## src/rtl/tt_um_uart_rx.sv

```systemverilog
// 8N1 UART receiver for Tiny Tapeout: serial rx on ui_in[0], byte on uo_out,
// sticky status flags on uio_out[4:0], flags cleared by a rising edge on ui_in[1].
module tt_um_uart_rx #(
  parameter int unsigned CLKS_PER_BIT = 434,
  parameter int unsigned CNT_W        = 16
) (
  input  logic       clk,
  input  logic       rst_n,
  input  logic       ena,
  input  logic [7:0] ui_in,
  output logic [7:0] uo_out,
  input  logic [7:0] uio_in,
  output logic [7:0] uio_out,
  output logic [7:0] uio_oe
);

  localparam logic [1:0] StIdle  = 2'd0;
  localparam logic [1:0] StStart = 2'd1;
  localparam logic [1:0] StData  = 2'd2;
  localparam logic [1:0] StStop  = 2'd3;

  localparam logic [CNT_W-1:0] BitLast  = CNT_W'(CLKS_PER_BIT - 1);
  localparam logic [CNT_W-1:0] HalfLast = CNT_W'(CLKS_PER_BIT / 2 - 1);

  logic             rx_s1_q, rx_s2_q;
  logic             ack_s1_q, ack_s2_q, ack_s3_q;
  logic [1:0]       state_q, state_d;
  logic [CNT_W-1:0] cnt_q, cnt_d;
  logic [2:0]       idx_q, idx_d;
  logic [7:0]       shift_q, shift_d;
  logic [7:0]       data_q;
  logic             valid_q;
  logic             ready_q, overrun_q, frame_err_q;
  logic             good_stop, bad_stop, ack_evt, busy;

  logic unused;
  assign unused = ^{uio_in, ui_in[7:2]};

  always_ff @(posedge clk or negedge rst_n) begin
    if (!rst_n) begin
      rx_s1_q  <= 1'b1;
      rx_s2_q  <= 1'b1;
      ack_s1_q <= 1'b0;
      ack_s2_q <= 1'b0;
      ack_s3_q <= 1'b0;
    end else begin
      rx_s1_q  <= ui_in[0];
      rx_s2_q  <= rx_s1_q;
      ack_s1_q <= ui_in[1];
      ack_s2_q <= ack_s1_q;
      ack_s3_q <= ack_s2_q;
    end
  end

  // Flags are retained while disabled, so acks are ignored too.
  assign ack_evt = ena & ack_s2_q & ~ack_s3_q;

  always_comb begin
    state_d   = state_q;
    cnt_d     = cnt_q;
    idx_d     = idx_q;
    shift_d   = shift_q;
    good_stop = 1'b0;
    bad_stop  = 1'b0;
    if (!ena) begin
      state_d = StIdle;
      cnt_d   = '0;
      idx_d   = '0;
    end else begin
      case (state_q)
        StIdle: begin
          if (!rx_s2_q) begin
            state_d = StStart;
            cnt_d   = '0;
          end
        end
        StStart: begin
          if (cnt_q == HalfLast) begin
            cnt_d = '0;
            if (!rx_s2_q) begin
              state_d = StData;
              idx_d   = '0;
            end else begin
              state_d = StIdle;
            end
          end else begin
            cnt_d = cnt_q + CNT_W'(1);
          end
        end
        StData: begin
          if (cnt_q == BitLast) begin
            cnt_d   = '0;
            shift_d = {rx_s2_q, shift_q[7:1]};
            if (idx_q == 3'd7) begin
              state_d = StStop;
            end else begin
              idx_d = idx_q + 3'd1;
            end
          end else begin
            cnt_d = cnt_q + CNT_W'(1);
          end
        end
        StStop: begin
          if (cnt_q == BitLast) begin
            cnt_d     = '0;
            state_d   = StIdle;
            good_stop = rx_s2_q;
            bad_stop  = ~rx_s2_q;
          end else begin
            cnt_d = cnt_q + CNT_W'(1);
          end
        end
        default: begin
          state_d = StIdle;
          cnt_d   = '0;
        end
      endcase
    end
  end

  always_ff @(posedge clk or negedge rst_n) begin
    if (!rst_n) begin
      state_q <= StIdle;
      cnt_q   <= '0;
      idx_q   <= '0;
      shift_q <= '0;
    end else begin
      state_q <= state_d;
      cnt_q   <= cnt_d;
      idx_q   <= idx_d;
      shift_q <= shift_d;
    end
  end

  // A byte landing with the ack wins over it; overrun only counts an unacked byte.
  always_ff @(posedge clk or negedge rst_n) begin
    if (!rst_n) begin
      data_q      <= '0;
      valid_q     <= 1'b0;
      ready_q     <= 1'b0;
      overrun_q   <= 1'b0;
      frame_err_q <= 1'b0;
    end else begin
      valid_q <= good_stop;
      if (good_stop) begin
        data_q <= shift_q;
      end
      if (good_stop) begin
        ready_q <= 1'b1;
      end else if (ack_evt) begin
        ready_q <= 1'b0;
      end
      if (ack_evt) begin
        overrun_q <= 1'b0;
      end else if (good_stop && ready_q) begin
        overrun_q <= 1'b1;
      end
      if (bad_stop) begin
        frame_err_q <= 1'b1;
      end else if (ack_evt) begin
        frame_err_q <= 1'b0;
      end
    end
  end

  assign busy    = (state_q != StIdle);
  assign uo_out  = data_q;
  assign uio_out = {3'b000, busy, frame_err_q, overrun_q, ready_q, valid_q};
  assign uio_oe  = 8'b0001_1111;

endmodule

```

## config.mk

```make
export PLATFORM = sky130hd
export DESIGN_NAME = tt_um_uart_rx
export DESIGN_NICKNAME = d
export VERILOG_FILES = /design/src/rtl/tt_um_uart_rx.sv
export SDC_FILE = /design/constraint.sdc
export NUM_CORES = 1
export LEC_CHECK = 0
export ABC_AREA = 1
export BUFFER_PORTS_ARGS = -buffer_cell sky130_fd_sc_hd__buf_2
export CAP_MARGIN = 30
export CORE_ASPECT_RATIO = 1.4
export CORE_MARGIN = 5
export CORE_UTILIZATION = 30
export CTS_CLUSTER_SIZE = 40
export DETAILED_ROUTE_END_ITERATION = 8
export GPL_TIMING_DRIVEN = 0
export PLACE_DENSITY = 0.56
export SLEW_MARGIN = 40
export SYNTH_ARGS = -nofsm -noshare
export SYNTH_HDL_FRONTEND = slang
export SYNTH_SLANG_ARGS = --single-unit
```

## constraint.sdc

```tcl
create_clock -name clk -period 3.85 [get_ports clk]
set_input_delay 0.77 -clock clk [delete_from_list [all_inputs] [get_ports clk]]
set_output_delay 0.77 -clock clk [all_outputs]
set_load 0.02 [all_outputs]
```

---- Word-level counts from Yosys, hierarchy flattened ----
Cells that the tools add are included.
Widths: inputs -> output; s select.
word-level totals
  input bits .............................. 19
  logic and storage cells ................. 74
  flip-flop bits (word level) ............. 46
operators by class
  $add $sub $neg .......................... 2
  bitwise operators ....................... 4
  muxes and demuxes ....................... 30
  reductions and logical operators ........ 10
  eq/ne operators ......................... 14
operator list
  operator               count
  $mux 16                4
  $pmux 16 s3            1
  $ne 3x3->1 const B     7
  $add 16x1->16 const B  1
  $eq 16x8->1 const B    1
  $eq 16x9->1 const B    1
  $mux 3                 5
  $mux 2                 7
  $mux 1                 11
  $reduce_and 5->1       2
  $pmux 2 s4             1
  $reduce_bool 2->1      4
  $pmux 3 s2             1
  $eq 2x2->1 const B     2
  $add 3x1->3 const B    1
  $eq 3x3->1 const B     1
  $ne 3x1->1 const B     1
  $reduce_and 3->1       1
  $and 1x1->1            2
  $eq 2x1->1 const B     1
  $logic_not 2->1        1
  $not 1->1              2
  $reduce_or 2->1        1
  $logic_and 1x1->1      1

---- Logic depth before layout (Yosys ltp) ----
Gate-level depths: netlist (run 1).
  depth in word-level cells ............... 7
  gate-level depth with buffers ........... 10
  depth with buffers taken out ............ 10

---- Least setup slack after synthesis (run 1) ----
Ideal clock, no wire load.
  kind .................................... input -> register
  start point ............................. input port ena
  end point ............................... register idx_q[0]
  arrival ................................. 1.595 ns
  setup time .............................. 0.066 ns
  cell stages on the path ................. 8
  path buffers ............................ 2
  setup slack ............................. 2.189 ns
  path through ............................ buf_4 > inv_1 > nor2_2 > inv_2 > nor2_8 > buf_6 > nand4_1 > nand2_1
on the way
  longest elaborated chain between the ends .. 2
RTL lines
  what                                                line  source
  start, declared                                     9     input logic ena,
  $ne 3x1->1 (no line) or $ne 3x3->1 (tied branches)  n/a
  $reduce_and 5->1 (no line)                          n/a
  end signal, assigned                                130   idx_q <= idx_d;
  end, declared                                       29    logic [2:0] idx_q, idx_d;
Several ways; a longest one is shown, not always the timed one.
A chain may end at the register's enable or synchronous reset.

---- Worst setup path in the final report (run 1) ----
  start point ............................. register state_q[0]
  end point ............................... output port uio_out[4]
on the way
  longest elaborated chain between the ends .. 1
RTL lines
  what                    line  source
  start, declared         27    logic [1:0] state_q, state_d;
  start signal, assigned  123   state_q <= StIdle;
  start signal, assigned  128   state_q <= state_d;
  $reduce_bool 2->1       166   assign busy = (state_q != StIdle);
  end, declared           13    output logic [7:0] uio_out,
No other way between the ends.

==> key figures, run 1 <==
Die
  • Die H: 120 um
  • Initial Util: 30.2%
  • Width of the die: 88.3 um
  • Die area: 10600 um^2
  • Num ports: 43
  • Core ar.: 8510 um^2
  • Row count: 40

Timing
  • Max-slew headroom: 60.7%
  • Final Hold Viols: 0
  • Min Clock Period, post-route: 2.00 ns
  • Fin crit share: 52.0%
  • Clock skew: 0.00375 ns
  • Slew Viols, Final: 0
  • Setup-failing EPs final: 0
  • RSZ-0062 raised after global routing: no
  • Max Fclk: 500 MHz
  • Worst slew pin tran: 0.590 ns
  • Setup TNS: 0 ns

Worst hold path
  • WHS Endpoint: rx_s2_q
  • Hold depth: 0
  • HP Start: rx_s1_q
  • Hold Crit Class: reg2reg

Clock network
  • TritonCTS clock tree: built
  • Inserted Clock Buffers: 5
  • Hold Buf Count CTS: 0
  • Setup Fix Bufs, Post-CTS: 0
  • # resized after CTS: 0
  • Clock latency at the later pin of the worst-skew pair: 0.29 ns
  • CTS Buffer Depth: 2
  • CTS Root Cell: clkbuf_16
  • CTS H-tree depth: 2
  • Clock slew at reported path FFs: 0.07 ns
  • Clock sinks: 46

Place
  • Final Wtd Congestion: 0.845
  • Port Buf Inserts: 16
  • Area after DPL: 2820 um^2
  • Placed instance count: 457
  • DP HPWL: 3.99 mm

Layout
  • Final instance area: 2970 um^2
  • Area Growth Syn to Fin: 15.6%
  • Fill count: 925
  • Ant diodes: 0
  • Layout cells sized above 1: 21.7%
  • Final #Nets: 383
  • Layout Cells excl Fill: 465

Status
  • Status: completed

Power
  • Total Power: 1.26 mW
  • Clock power frac: 36.1%
  • Power density cells: 425 nW/um^2
  • Peak supply drop: 0.192 mV
  • Combinational fraction of design power: 21.5%
  • NetSw: 425 uW
  • Seq pwr share: 42.4%
  • Sw Ratio: 33.6%
  • Internal: 839 uW
  • Static Leak: 1.62 nW

Global routing
  • Vias in the first global route: 2156
  • Largest net degree at the start of global routing: 47
  • GR Util All Layers: 11.6%
  • First-pass GRT wire length: 9.84 mm
  • Antenna violations before repair: 0
  • GRT overflow: 0

Worst setup path
  • Critical Setup Path Class: reg2out
  • Slowest stage cell, crit path: dfrtp_1
  • Worst Path Buf+Inv: 3
  • Max incr delay on CP: 0.44 ns
  • Critical path cell sequence: inv_1 > nand2_1 > buf_4 > buf_2
  • Top fanout value on the critical path: 5
  • R2r worst-path depth: 9
  • Critical path data required time: 3.08 ns
  • Crit end category: output pin
  • R2R Setup Slk: 2.19 ns
  • Cell family with most CP delay: flip-flops
  • Worst r2r src: cnt_q[0]
  • RR Endpoint: cnt_q[11]
  • Crit path DAT: 1.23 ns
  • Nature of the critical path startpoint: flip-flop

Logic synthesis
  • FF+latch count, synth: 46
  • Synthesis Warnings: 0
  • Synth area leaders: dfrtp_1 43%, nand2_1 12%, inv_1 6.7%, nor2_1 5.4%, buf_4 5.0%
  • Post-synth top area share: 42.8%
  • Synth Flop Type: dfrtp_1
  • Number of synthesized flops with an enable pin: 0
  • Syn Area/Cell: 7.87 um^2
  • Most frequent cells after synthesis: 82 x nand2_1, 46 x inv_1, 44 x dfrtp_1
  • Post-synthesis cell type count: 32
  • Most common cell in the netlist: nand2_1
  • Mapped cell area: 2570 um^2
  • Sequential area share after synthesis: 44.8%
  • Mapped Cells: 327
  • Asr flop ratio synth: 100%
  • Yosys top cell by area: dfrtp_1

Route
  • DRC violations left: 0
  • DR vias: 2045
  • Post-DRT Antenna Nets: 0
  • Wire per inst: 11.6 um
  • Final WL: 5.41 mm
  • Vias per cell: 4.40
  • Initial DRC Count: 79
  • Initial DRT Pass Iterations: 4

Run
  • Max cap viols: 0
==> registers in the layout, summed over array words and instances, names as in the netlist, 2 cells and up <==
register,count
shift_q,8
idx_q,3
cnt_q,16
state_q,2
uo_out,8
==> how the worst max path moves through the flow <==
| stage | from | to | slack, ns | cells past startpoint |
|---|---|---|---|---|
| after floorplan | ena | idx_q[0] | 2.19 | 8 |
| after global placement | ena | cnt_q[7] | 2.02 | 10 |
| after detailed placement | ena | shift_q[5] | 2.01 | 7 |
| after CTS | state_q[0] | uio_out[4] | 1.85 | 4 |
| after global routing | state_q[0] | uio_out[4] | 1.81 | 4 |
| final | state_q[0] | uio_out[4] | 1.85 | 4 |
==> power by group through the flow <==
stage	Sequential [mW]	Combinational, mW	Clock [mW]
3_5_place_dp	0.544	0.273	0
4_1_cts	0.535	0.275	0.475
5_1_grt	0.538	0.310	0.492
3_3_place_gp	0.544	0.269	0
6_report	0.536	0.272	0.456
2_1_floorplan	0.537	0.204	0
==> placed cells by master (no fill, tap or decap), types with 2 or more instances in the layout <==
master / n
nor2_2: 6
o21ai_0: 15
nor2_1: 37
dfrtp_1: 44
nand2_2: 8
nand4_1: 9
inv_2: 3
xor2_1: 4
buf_4: 18
dfstp_2: 2
buf_2: 16
o21ai_2: 7
a21oi_1: 3
clkbuf_16: 5
conb_1: 11
nand2_4: 2
nand3_1: 17
nor3_1: 4
buf_6: 2
nand2_1: 82
inv_1: 46
ha_1: 5
==> cell families (layout without fill, tap and decap cells) <==
group	count (synthesis)	after routing	synth area share [%]
xor+xnor	5	5	1.70
fa+ha+maj	5	5	2.43
simple gates	170	170	30.5
compound gates	27	27	6.47
flops	46	46	44.8
other cells	2	11	0.292
buf+inv	72	96	13.8
==> layer usage <==
layer / vias to the layer above / share of wire, % / global-route usage, %
met5: - / 0 / 0
met4: 0 / 2.0 / 4.06
met3: 8 / 4.4 / 2.75
met2: 39 / 51 / 20.2
met1: 951 / 43 / 13.7
li1: 1047 / - / -
==> layout make-up <==
class                           instances  area, um^2  share of cell area (%)
Buffer                                 20         155                    5.22
Clock buffer                            5         125                    4.21
Clock inverter                          3        28.8                   0.968
Inverter                               52         199                    6.69
Multi-Input combinational cell        218        1100                    36.9
Sequential cell                        46        1150                    38.8
Tap cell                              105         131                    4.42
Timing Repair Buffer                   16        82.6                    2.78
==> through the flow <==
step	setup slack [ns]	hold slack [ns]	util [%]
2_1_floorplan	2.19	0.331	-
3_3_place_gp	2.02	0.339	33.1
3_5_place_dp	2.01	0.346	33.1
4_1_cts	1.85	0.358	35.0
5_1_grt	1.81	0.360	35.0
6_report	1.85	0.356	35.0
Power figures use the tool's default switching activity.
==> inputs of run 2 (changes only) <==
--- a/config.mk
+++ b/config.mk
@@ -5,7 +5,7 @@
 export SDC_FILE = /design/constraint.sdc
 export NUM_CORES = 1
 export LEC_CHECK = 0
-export ABC_AREA = 1
+export ABC_AREA = 0
 export BUFFER_PORTS_ARGS = -buffer_cell sky130_fd_sc_hd__buf_2
 export CAP_MARGIN = 30
 export CORE_ASPECT_RATIO = 1.4
@@ -14,7 +14,7 @@
 export CTS_CLUSTER_SIZE = 40
 export DETAILED_ROUTE_END_ITERATION = 8
 export GPL_TIMING_DRIVEN = 0
-export PLACE_DENSITY = 0.56
+export PLACE_DENSITY = 0.58
 export SLEW_MARGIN = 40
 export SYNTH_ARGS = -nofsm -noshare
 export SYNTH_HDL_FRONTEND = slang
==> constraint.sdc (replaced) <==
create_clock -name clk -period 1.6 [get_ports clk]
set_input_delay 0.32 -clock clk [delete_from_list [all_inputs] [get_ports clk]]
set_output_delay 0.32 -clock clk [all_outputs]
set_load 0.02 [all_outputs]
==> key figures, run 2 <==
Power
  • Static Leak: 1.34 nW (was 1.62 nW)
  • Power density cells: 991 nW/um^2 (was 425 nW/um^2)
  • Peak supply drop: 0.433 mV (was 0.192 mV)

Global routing
  • Antenna violations before repair: 0 (unchanged)
  • Vias in the first global route: 1653 (was 2156)
  • First-pass GRT wire length: 7.54 mm (was 9.84 mm)
  • Largest net degree at the start of global routing: 47 (unchanged)
  • GRT overflow: 0 (unchanged)
  • GR Util All Layers: 9.58% (was 11.6%)

Layout
  • Commonest non-fill, non-tap cell in the layout: nand2_1 (unchanged)
  • Final #Nets: 283 (was 383)
  • Final instance area: 2720 um^2 (was 2970 um^2)
  • Area Growth Syn to Fin: 20.0% (was 15.6%)
  • Multi-input logic area: 1020 um^2 (was 1100 um^2)
  • Finished Core Util: 37.0% (was 35.0%)
  • Fill count: 724 (was 925)
  • Most frequent cells in the layout: 41 x nand2_1, 39 x dfrtp_1, 23 x buf_4, 17 x buf_2, 13 x nor2_1 (was 82 x nand2_1, 46 x inv_1, 44 x dfrtp_1, 37 x nor2_1, 18 x buf_4)
  • Layout Cells excl Fill: 357 (was 465)
  • Max FFs per register: 16 (unchanged)
  • Largest reg by FF count: cnt_q (unchanged)
  • Layout cells sized above 1: 31.2% (was 21.7%)
  • Reg area: 1160 um^2 (was 1150 um^2)
  • Ant diodes: 0 (unchanged)

Die
  • Initial Util: 30.8% (was 30.2%)
  • Die area: 9420 um^2 (was 10600 um^2)
  • Width of the die: 83.5 um (was 88.3 um)
  • Row count: 37 (was 40)
  • Die H: 113 um (was 120 um)
  • Core ar.: 7360 um^2 (was 8510 um^2)
  • Num ports: 43 (unchanged)

Logic synthesis
  • Synth area leaders: dfrtp_1 49%, nand2_1 7.0%, buf_4 5.3%, mux2_2 4.5%, nand3_1 2.9% (was dfrtp_1 43%, nand2_1 12%, inv_1 6.7%, nor2_1 5.4%, buf_4 5.0%)
  • Synth Flop Type: dfrtp_1 (unchanged)
  • Syn Area/Cell: 10.2 um^2 (was 7.87 um^2)
  • Sequential area share after synthesis: 50.9% (was 44.8%)
  • Asr flop ratio synth: 100% (unchanged)
  • Post-synth top area share: 48.6% (was 42.8%)
  • Synthesis Warnings: 0 (unchanged)
  • Most frequent cells after synthesis: 44 x dfrtp_1, 42 x nand2_1, 16 x buf_4 (was 82 x nand2_1, 46 x inv_1, 44 x dfrtp_1)
  • Mapped cell area: 2270 um^2 (was 2570 um^2)
  • Number of synthesized flops with an enable pin: 0 (unchanged)
  • Yosys top cell by area: dfrtp_1 (unchanged)
  • FF+latch count, synth: 46 (unchanged)
  • Most common cell in the netlist: dfrtp_1 (was nand2_1)
  • Mapped Cells: 222 (was 327)
  • Post-synthesis cell type count: 41 (was 32)

Worst setup path
  • Max incr delay on CP: 0.41 ns (was 0.44 ns)
  • Critical path cell sequence: inv_2 > ha_1 > and4b_1 > nand4_1 > a32o_2 > buf_8 > nor4b_2 > a21o_1 (was inv_1 > nand2_1 > buf_4 > buf_2)
  • Crit end category: flip-flop (was output pin)
  • Critical path data required time: 1.84 ns (was 3.08 ns)
  • Slowest stage cell, crit path: dfrtp_1 (unchanged)
  • Top fanout value on the critical path: 10 (was 5)
  • Worst Path Buf+Inv: 2 (was 3)
  • Critical Setup Path Class: reg2reg (was reg2out)
  • Crit path DAT: 2.08 ns (was 1.23 ns)
  • Cell family with most CP delay: simple AND/OR/NAND/NOR gates (was flip-flops)
  • Nature of the critical path startpoint: flip-flop (unchanged)

Clock network
  • Clock sinks: 46 (unchanged)
  • Clock slew at reported path FFs: 0.09 ns (was 0.07 ns)
  • CTS Buffer Depth: 2 (unchanged)
  • CTS H-tree depth: 2 (unchanged)
  • Clock latency at the later pin of the worst-skew pair: 0.30 ns (was 0.29 ns)
  • TritonCTS clock tree: built (unchanged)
  • Inserted Clock Buffers: 5 (unchanged)
  • CTS Root Cell: clkbuf_8 (was clkbuf_16)

Timing
  • Min Clock Period, post-route: 1.84 ns
  • Setup TNS: -5.14 ns (was 0 ns)
  • Fin crit share: 115%
  • Max-slew headroom: 58.6% (was 60.7%)
  • Slew Viols, Final: 0 (unchanged)
  • Max Fclk: 543 MHz
  • Final WS setup: -0.241 ns (was 1.85 ns)
  • RSZ-0062 raised after global routing: yes (was no)
  • Worst slew pin tran: 0.618 ns (was 0.590 ns)
  • Setup-failing EPs final: 38 (was 0)
  • Worst hold slack: 0.0136 ns (was 0.356 ns)
  • Final Hold Viols: 0 (unchanged)
  • Clock skew: 0.0149 ns (was 0.00375 ns)

Route
  • DR vias: 1619 (was 2045)
  • Post-DRT Antenna Nets: 0 (unchanged)
  • Final WL: 4.25 mm (was 5.41 mm)
  • DRC violations left: 0 (unchanged)
  • Initial DRC Count: 73 (was 79)
  • Vias per cell: 4.54 (was 4.40)
  • Initial DRT Pass Iterations: 3 (was 4)
  • Wire per inst: 11.9 um (was 11.6 um)

Place
  • Placed instance count: 344 (was 457)
  • Area after DPL: 2520 um^2 (was 2820 um^2)
  • Final Wtd Congestion: 0.714 (was 0.845)
  • Port Buf Inserts: 16 (unchanged)
  • DP HPWL: 2.95 mm (was 3.99 mm)

Status
  • Violated checks: setup timing
  • Status: finished with violations (was completed)

Run
  • Max cap viols: 0 (unchanged)

Worst hold path
  • Hold Crit Class: in2async (was reg2reg)
-- run 2: cells by family (layout without fill, tap and decap cells) --
family                   Yosys count  in the layout  share of synthesized area, %
XOR/XNOR                           7              7                          2.70
multiplexers                       9              9                          4.47
other                              2             11                         0.331
AND/OR/NAND/NOR                  100            100                          23.7
buffers and inverters             29             58                          7.89
AO/OA/AOI/OAI                     24             24                          7.29
adder cells (fa/ha/maj)            5              5                          2.76
flip-flops                        46             46                          50.9
-- run 2: cell type report --
type	instances	share of cell area (%)
timing repair buffer	22	4.69
inverter	6	0.828
clock inverter	2	1.38
multi-input combinational	156	37.5
buffer	22	5.89
sequential	46	42.6
tap	97	4.46
clock buffer	6	2.67
-- run 2: power by group --
| part | total [mW] | switching [mW] | internal (mW) |
|---|---|---|---|
| Sequential | 1.27 | 0.0635 | 1.21 |
| Combinational | 0.563 | 0.318 | 0.245 |
| Clock | 0.858 | 0.392 | 0.466 |
-- run 2: what timing repair did --
item	4_1_cts	5_1_grt
pin swaps	6	0
hold buffers	0	0
resized for setup	9	4
setup buffers	6	0
endpoints found under the setup margin	41	41
-- run 2: worst paths after layout --
kind / start / endpoint / slack [ns] / depth (start not counted)
max in group asynchronous: rst_n / cnt_q[11] / 1.16 / 1
min: rst_n / cnt_q[1] / 0.01 / 1
min reg2reg: ack_s1_q / ack_s2_q / 0.35 / 0
min in group clk: ui_in[0] / rx_s1_q / 0.12 / 1
max: cnt_q[1] / state_q[0] / -0.24 / 8
max reg2reg: cnt_q[1] / state_q[0] / -0.24 / 8
-- run 2: per-layer routing --
metal,up-vias,GRT usage [%],routed length [um]
met5,-,0,0
met4,0,3.54,62
met3,4,2.48,159
met2,24,17.7,2310
met1,783,10.5,1720
li1,808,-,-
-- run 2: stage by stage --
| step | total power, mW | setup WS, ns |
|---|---|---|
| 5_1_grt | 2.84 | -0.380 |
| 6_report | 2.70 | -0.241 |
| 4_1_cts | 2.72 | -0.235 |
| 3_5_place_dp | 1.81 | -0.372 |
| 3_3_place_gp | 1.80 | -0.355 |
| 2_1_floorplan | 1.66 | -0.0708 |
